===== src/rtl/bpu_btb_pkg.sv =====
// bpu_btb shared definitions: counter encodings, reset PC,
// default geometry and entry-field width helpers.
package bpu_btb_pkg;

  localparam logic [1:0] CTR_SNT = 2'b00;
  localparam logic [1:0] CTR_WNT = 2'b01;
  localparam logic [1:0] CTR_WT  = 2'b10;
  localparam logic [1:0] CTR_ST  = 2'b11;

  localparam logic [31:0] BPU_RESET_PC = 32'h8000_0000;

  localparam int BPU_ADDR_W  = 32;
  localparam int BPU_ENTRIES = 16;
  localparam int BPU_CTR_W   = 2;

  function automatic int bpu_idx_w(int entries);
    return $clog2(entries);
  endfunction

  function automatic int bpu_tag_w(int addr_w, int entries);
    return addr_w - $clog2(entries) - 2;
  endfunction

endpackage


===== src/rtl/bpu_btb_sat_counter.sv =====
// Saturating up/down counter next-value function.
// Pure combinational; clamps at zero and all-ones.
module sat_counter #(
  parameter int W = 2
) (
  input  logic [W-1:0] ctr,
  input  logic         inc,
  output logic [W-1:0] nxt
);

  // step toward taken/not-taken without wrapping
  always_comb begin
    nxt = ctr;
    if (inc) begin
      if (ctr != {W{1'b1}}) nxt = ctr + W'(1);
    end else begin
      if (ctr != {W{1'b0}}) nxt = ctr - W'(1);
    end
  end

endmodule


===== src/rtl/bpu_btb.sv =====
// Direct-mapped BTB with 2-bit counters and registered redirect.
// Optional perf counters: define BPU_PERF_COUNTERS_EN.
module bpu_btb
  import bpu_btb_pkg::*;
#(
  parameter int ADDR_W  = BPU_ADDR_W,
  parameter int ENTRIES = BPU_ENTRIES,
  parameter int CTR_W   = BPU_CTR_W,
  parameter logic [ADDR_W-1:0] RESET_PC = ADDR_W'(BPU_RESET_PC)
) (
  input  logic              clk,
  input  logic              rst,
  input  logic [ADDR_W-1:0] lookup_pc_i,
  output logic              pred_taken_o,
  output logic [ADDR_W-1:0] pred_target_o,
  input  logic              upd_valid_i,
  input  logic [ADDR_W-1:0] upd_pc_i,
  input  logic              upd_is_cond_i,
  input  logic              upd_is_jump_i,
  input  logic              upd_taken_i,
  input  logic [ADDR_W-1:0] upd_target_i,
  input  logic              upd_pred_taken_i,
  input  logic [ADDR_W-1:0] upd_pred_target_i,
  output logic              mispredict_o,
  output logic [ADDR_W-1:0] redirect_pc_o
`ifdef BPU_PERF_COUNTERS_EN
  ,
  output logic [31:0]       perf_lookups_o,
  output logic [31:0]       perf_mispredicts_o
`endif
);

  localparam int IDX_W = bpu_idx_w(ENTRIES);
  localparam int TAG_W = bpu_tag_w(ADDR_W, ENTRIES);

  localparam logic [CTR_W-1:0] CTR_INIT  = CTR_W'(CTR_WNT);
  localparam logic [CTR_W-1:0] CTR_ALLOC = CTR_W'(1) << (CTR_W - 1);

  logic              valid_q [ENTRIES];
  logic [TAG_W-1:0]  tag_q   [ENTRIES];
  logic [ADDR_W-1:0] tgt_q   [ENTRIES];
  logic              jmp_q   [ENTRIES];
  logic [CTR_W-1:0]  ctr_q   [ENTRIES];

  logic [IDX_W-1:0]  lk_idx;
  logic [TAG_W-1:0]  lk_tag;
  logic              lk_hit;

  logic [IDX_W-1:0]  up_idx;
  logic [TAG_W-1:0]  up_tag;
  logic              up_hit;
  logic              up_ctrl;
  logic              up_misp;
  logic [CTR_W-1:0]  ctr_nxt;

  assign lk_idx = lookup_pc_i[IDX_W+1:2];
  assign lk_tag = lookup_pc_i[ADDR_W-1:IDX_W+2];
  assign up_idx = upd_pc_i[IDX_W+1:2];
  assign up_tag = upd_pc_i[ADDR_W-1:IDX_W+2];

  // lookup: read-before-write, forced not-taken in reset
  always_comb begin
    lk_hit        = valid_q[lk_idx] && (tag_q[lk_idx] == lk_tag);
    pred_taken_o  = !rst && lk_hit &&
                    (jmp_q[lk_idx] || ctr_q[lk_idx][CTR_W-1]);
    pred_target_o = pred_taken_o ? tgt_q[lk_idx]
                                 : lookup_pc_i + ADDR_W'(4);
  end

  // classify the resolved instruction and detect mispredicts
  always_comb begin
    up_ctrl = upd_valid_i && (upd_is_cond_i || upd_is_jump_i);
    up_hit  = valid_q[up_idx] && (tag_q[up_idx] == up_tag);
    up_misp = up_ctrl &&
              ((upd_pred_taken_i != upd_taken_i) ||
               (upd_taken_i && upd_pred_target_i != upd_target_i));
  end

  sat_counter #(.W(CTR_W)) u_ctr (
    .ctr (ctr_q[up_idx]),
    .inc (upd_taken_i),
    .nxt (ctr_nxt)
  );

  // table write: train on hit, allocate on taken miss
  always_ff @(posedge clk or posedge rst) begin
    if (rst) begin
      for (int i = 0; i < ENTRIES; i++) begin
        valid_q[i] <= 1'b0;
        tag_q[i]   <= '0;
        tgt_q[i]   <= '0;
        jmp_q[i]   <= 1'b0;
        ctr_q[i]   <= CTR_INIT;
      end
    end else if (up_ctrl) begin
      if (up_hit) begin
        if (upd_is_cond_i) begin
          ctr_q[up_idx] <= ctr_nxt;
          if (upd_taken_i) tgt_q[up_idx] <= upd_target_i;
        end
        if (upd_is_jump_i) begin
          tgt_q[up_idx] <= upd_target_i;
          jmp_q[up_idx] <= 1'b1;
        end
      end else if (upd_taken_i) begin
        valid_q[up_idx] <= 1'b1;
        tag_q[up_idx]   <= up_tag;
        tgt_q[up_idx]   <= upd_target_i;
        jmp_q[up_idx]   <= upd_is_jump_i;
        ctr_q[up_idx]   <= CTR_ALLOC;
      end
    end
  end

  // one-cycle redirect pulse; target held between pulses
  always_ff @(posedge clk or posedge rst) begin
    if (rst) begin
      mispredict_o  <= 1'b0;
      redirect_pc_o <= RESET_PC;
    end else begin
      mispredict_o <= up_misp;
      if (up_misp)
        redirect_pc_o <= upd_taken_i ? upd_target_i
                                     : upd_pc_i + ADDR_W'(4);
    end
  end

`ifdef BPU_PERF_COUNTERS_EN
  // free-running event counters, wrap at 2^32
  always_ff @(posedge clk or posedge rst) begin
    if (rst) begin
      perf_lookups_o     <= '0;
      perf_mispredicts_o <= '0;
    end else begin
      if (up_ctrl) perf_lookups_o     <= perf_lookups_o + 32'd1;
      if (up_misp) perf_mispredicts_o <= perf_mispredicts_o + 32'd1;
    end
  end
`endif

endmodule


===== config.mk =====
export PLATFORM = sky130hd
export DESIGN_NAME = bpu_btb
export DESIGN_NICKNAME = d
export VERILOG_FILES = /design/src/rtl/bpu_btb_pkg.sv /design/src/rtl/bpu_btb_sat_counter.sv /design/src/rtl/bpu_btb.sv
export SDC_FILE = /design/constraint.sdc
export NUM_CORES = 2
export LEC_CHECK = 0
export CAP_MARGIN = 20
export CORE_MARGIN = 4
export CORE_UTILIZATION = 35
export DETAILED_ROUTE_END_ITERATION = 6
export RECOVER_POWER = 100
export SETUP_SLACK_MARGIN = 0.05
export SLEW_MARGIN = 20
export SYNTH_ARGS = -nofsm -noshare
export SYNTH_HDL_FRONTEND = slang
export SYNTH_SLANG_ARGS = --single-unit

===== constraint.sdc =====
create_clock -name clk -period 39.5 [get_ports clk]
set_input_delay 7.9 -clock clk [delete_from_list [all_inputs] [get_ports clk]]
set_output_delay 7.9 -clock clk [all_outputs]
set_load 0.005 [all_outputs]

==> results.cfg <==
[cells_and_area]
drive_gt1_share_pct = 44.1
multiInputGateArea_sq_um = 25900
fillCellCount = 14000
fin_util_pct = 40.1
sequential_cell_area_sq_um = 25700
layout-area-overhead-vs-synth_pct = 13.8
fin_nets = 3851

[clock_tree]
cts_made_buffers = 110
cts.repair_timing.setup_buffer_count = 0
cts-root-buf = sky130_fd_sc_hd__clkbuf_16
cts_hold_buffers = 0
post_cts_resized = 0
ctsHtreeMaxLevel = 3
clock_tree.buffer_depth = 3
numClockSinks = 1025
cts_tree = built
worst_setup_hold_path_clk_slew_ps = 60
clock_latency_ps = 770

[global_route]
grt_pass1_vias = 34000
grt_start_max_net_pins = 168
met1_usage_pct = 30.2
grt_util_met2_pct = 32.5
overflow = 0
grt_first_pass_wirelength_mm = 247
grt-busiest-layer = met2
grtUsageTotal_pct = 21.2
initial_antenna_violation_count = 13
global_route.usage.met3_pct = 4.60

[timing]
unrepaired_setup_endpoints_after_global_routing = false
period_minus_slack_ps = 25130
final.hold.worst_slack_ps = 489
timing.fmax_mhz = 39.8
timing.final.setup_violations = 0
max-slew-margin-rel_pct = -467
hold_viol = 0
layout_worst_path_cycle_share_pct = 63.6
slew_viol_final = 2095
worst-slew-pin-transition_ps = 8510
final_critical_path_setup_slack_ps = 14370
setup_total_negative_slack_ps = 0
worst_clock_skew_ps = 82.4

[routing]
drt_pre_antenna_iters = 6
detail_route.vias_per_cell = 5.72
drt-initial-drc-count = 3280
drcViolationCount = 0
average_wire_per_cell_in_the_routed_design_microns = 29.1
number_of_vias_in_the_routed_layout = 33400
total_routed_wirelength_mm = 170
detail-route-antenna-nets = 0

[synthesis]
share_of_synthesized_area_spent_on_multiplexers_pct = 39.2
post_synth_main_area_contributors = sky130_fd_sc_hd__dfrtp_1 (47%), sky130_fd_sc_hd__mux2_2 (21%), sky130_fd_sc_hd__mux4_2 (17%)
simple_gate_share_of_the_synthesized_area_pct = 3.38
yosysMostFrequentCell = sky130_fd_sc_hd__dfrtp_1
synth_top_family_by_area = multiplexers
yosys.area.top_type_share_pct = 47.2
synth_common_cells = sky130_fd_sc_hd__dfrtp_1 (1008), sky130_fd_sc_hd__mux2_2 (975), sky130_fd_sc_hd__mux4_2 (394)
ys_types = 72
postSynth.topFlopCell = sky130_fd_sc_hd__dfrtp_1
synth-edff-count = 0
netlist_instances = 3661
post_synth.cell_area_avg_sq_um = 14.6
post_synth_fa_ha_maj_area_fraction_pct = 0.136
yosys_warnings = 0
synth.net_count = 3801
synth-compound-area-share_pct = 3.27
synth.yosys.seq_area_share_pct = 48.0
post_synth_xor_area_fraction_pct = 2.24
synth_async_sr_flop_share_pct = 100
synth-seq-cells = 1025
mappedNetlistArea_sq_um = 53500
netlist.top_cell.by_area = sky130_fd_sc_hd__dfrtp_1

[status]
violations_in_the_final_reports = capacitance limit, slew limit
run_status = finished with violations

[floorplan]
rows = 143
start_util_pct = 35.2
floorplan.io_pins = 201
die_h_microns = 399
floorplan.die_area_sq_um = 159000
floorplan.core_area_sq_um = 152000
overall_die_width_microns = 399

[worst_hold_path]
hp-class = flop to flop
min_path_cells = 1

[setup_path]
r2r_cells = 12
path_class = primary input to async pin
timing.critical_path.arrival_ps = 25140
timing.rr.end = tgt_q[180]$_DFFE_PP0P_
cp-end-kind = async pin
timing.critical_path.to = tgt_q[327]$_DFFE_PP0P_
timing.rr.start = tag_q[84]$_DFFE_PP0P_
cp-startpoint = rst
worst-endpoint-required_ps = 39510
worstPathMaxFanout = 157
critPathLaunchType = primary input
regToRegSetupSlack_ps = 30280

[power_and_ir_drop]
leakage_power_nw = 26.3
max-vdd-ir-drop_mv = 0.0341
power.density_nw_per_um2 = 49.1

[placed_design]
place_worst_setup_slack_ps = 18290
place.gp.congestion = 0.833
detailed_place_hpwl_mm = 104
buffer_ports.inserted = 200

[flow_run]
max_cap_violations = 49
-- worst min path at each step --
| stage | startpoint | to | slack [ps] |
|---|---|---|---|
| global placement | valid_q[2]$_DFFE_PP0P_ | valid_q[2]$_DFFE_PP0P_ | 470 |
| global route | tgt_q[335]$_DFFE_PP0P_ | tgt_q[335]$_DFFE_PP0P_ | 500 |
| detailed placement | valid_q[0]$_DFFE_PP0P_ | valid_q[0]$_DFFE_PP0P_ | 470 |
| CTS | valid_q[0]$_DFFE_PP0P_ | valid_q[0]$_DFFE_PP0P_ | 490 |
| finish | tgt_q[329]$_DFFE_PP0P_ | tgt_q[329]$_DFFE_PP0P_ | 490 |
| floorplan | valid_q[9]$_DFFE_PP0P_ | valid_q[9]$_DFFE_PP0P_ | 450 |
-- layer usage --
layer  vias up  share of wire [%]
met1     18100                 44
met5         -              0.016
met3       242                8.0
li1      13900                  -
met2      1193                 45
met4         4                3.1
-- worst max-delay path: stages --
cell and delay, ps:
sky130_fd_sc_hd__dlygate4sd3_1 570, sky130_fd_sc_hd__clkinvlp_2 2390, sky130_fd_sc_hd__clkbuf_1 2370, sky130_fd_sc_hd__clkbuf_1 2560, sky130_fd_sc_hd__clkbuf_1 6110, sky130_fd_sc_hd__clkbuf_1 2950
-- stage by stage --
| step | instances | total power [mW] | cell area (sq um) |
|---|---|---|---|
| floorplan | 3661 | 1.73 | 53500 |
| global placement | 5628 | 1.89 | 57200 |
| detailed placement | 5629 | 1.91 | 57200 |
| CTS | 5833 | 3.01 | 61100 |
| global route | 5834 | 3.11 | 60800 |
| finish | 5842 | 2.99 | 60800 |
-- power breakdown --
| group | total (mW) | internal (mW) | switching, mW |
|---|---|---|---|
| Clock | 1.10 | 0.644 | 0.455 |
| Sequential | 1.34 | 1.23 | 0.111 |
| Combinational | 0.546 | 0.318 | 0.229 |
| Total | 2.99 | 2.19 | 0.795 |
-- kinds of logic (layout without fill, tap and decap cells) --
logic type	after synthesis	count (layout)
AOI/OAI and AO/OA	239	239
xor gates and xnor gates	137	137
adders and majority gates	6	6
buffers and inverters	407	549
DFF	1025	1025
muxes	1479	1479
other	0	9
and+or+nand+nor	368	368
-- sequential cells by signal, indices dropped and copies added, names as in the netlist --
name,count
tgt_q,512
tag_q,416
ctr_q,32
redirect_pc_o,32
jmp_q,16
valid_q,16
mispredict_o,1
-- final cells by class --
type / count / share of cell area [%]
multi-input cells: 2229 / 42.6
flip-flops and latches: 1025 / 42.2
clock buffers: 161 / 5.33
repair buffers: 305 / 4.31
well taps: 2030 / 4.17
clock inverters: 43 / 1.08
inverters: 40 / 0.249
diodes: 9 / 0.0370
-- placed cells by master, fill, tap and decap left out, types with 11 or more instances in the layout --
master                               n
sky130_fd_sc_hd__o2bb2ai_1          15
sky130_fd_sc_hd__nor3_1             13
sky130_fd_sc_hd__o22ai_1            22
sky130_fd_sc_hd__nand2b_1           20
sky130_fd_sc_hd__a22oi_1            35
sky130_fd_sc_hd__dfrtp_1          1008
sky130_fd_sc_hd__nand2b_2           11
sky130_fd_sc_hd__dfstp_2            17
sky130_fd_sc_hd__inv_1              38
sky130_fd_sc_hd__and3_1             35
sky130_fd_sc_hd__xnor2_1            89
sky130_fd_sc_hd__bufinv_16          11
sky130_fd_sc_hd__a21oi_1            17
sky130_fd_sc_hd__mux4_2            394
sky130_fd_sc_hd__o21ai_0            62
sky130_fd_sc_hd__nor2_1             80
sky130_fd_sc_hd__nor4_1             13
sky130_fd_sc_hd__buf_4              61
sky130_fd_sc_hd__mux2_1             17
sky130_fd_sc_hd__clkbuf_1           67
sky130_fd_sc_hd__clkbuf_16         110
sky130_fd_sc_hd__clkdlybuf4s50_1   124
sky130_fd_sc_hd__mux2i_1            93
sky130_fd_sc_hd__xor2_1             48
sky130_fd_sc_hd__nand4_1            24
sky130_fd_sc_hd__nand3_1            34
sky130_fd_sc_hd__a21o_1             13
sky130_fd_sc_hd__a31oi_4            14
sky130_fd_sc_hd__nand2_1           109
sky130_fd_sc_hd__clkbuf_8           30
sky130_fd_sc_hd__clkinv_2           17
sky130_fd_sc_hd__dlygate4sd3_1      67
sky130_fd_sc_hd__mux2_2            975
No activity file was read; power rests on OpenSTA's default activity.
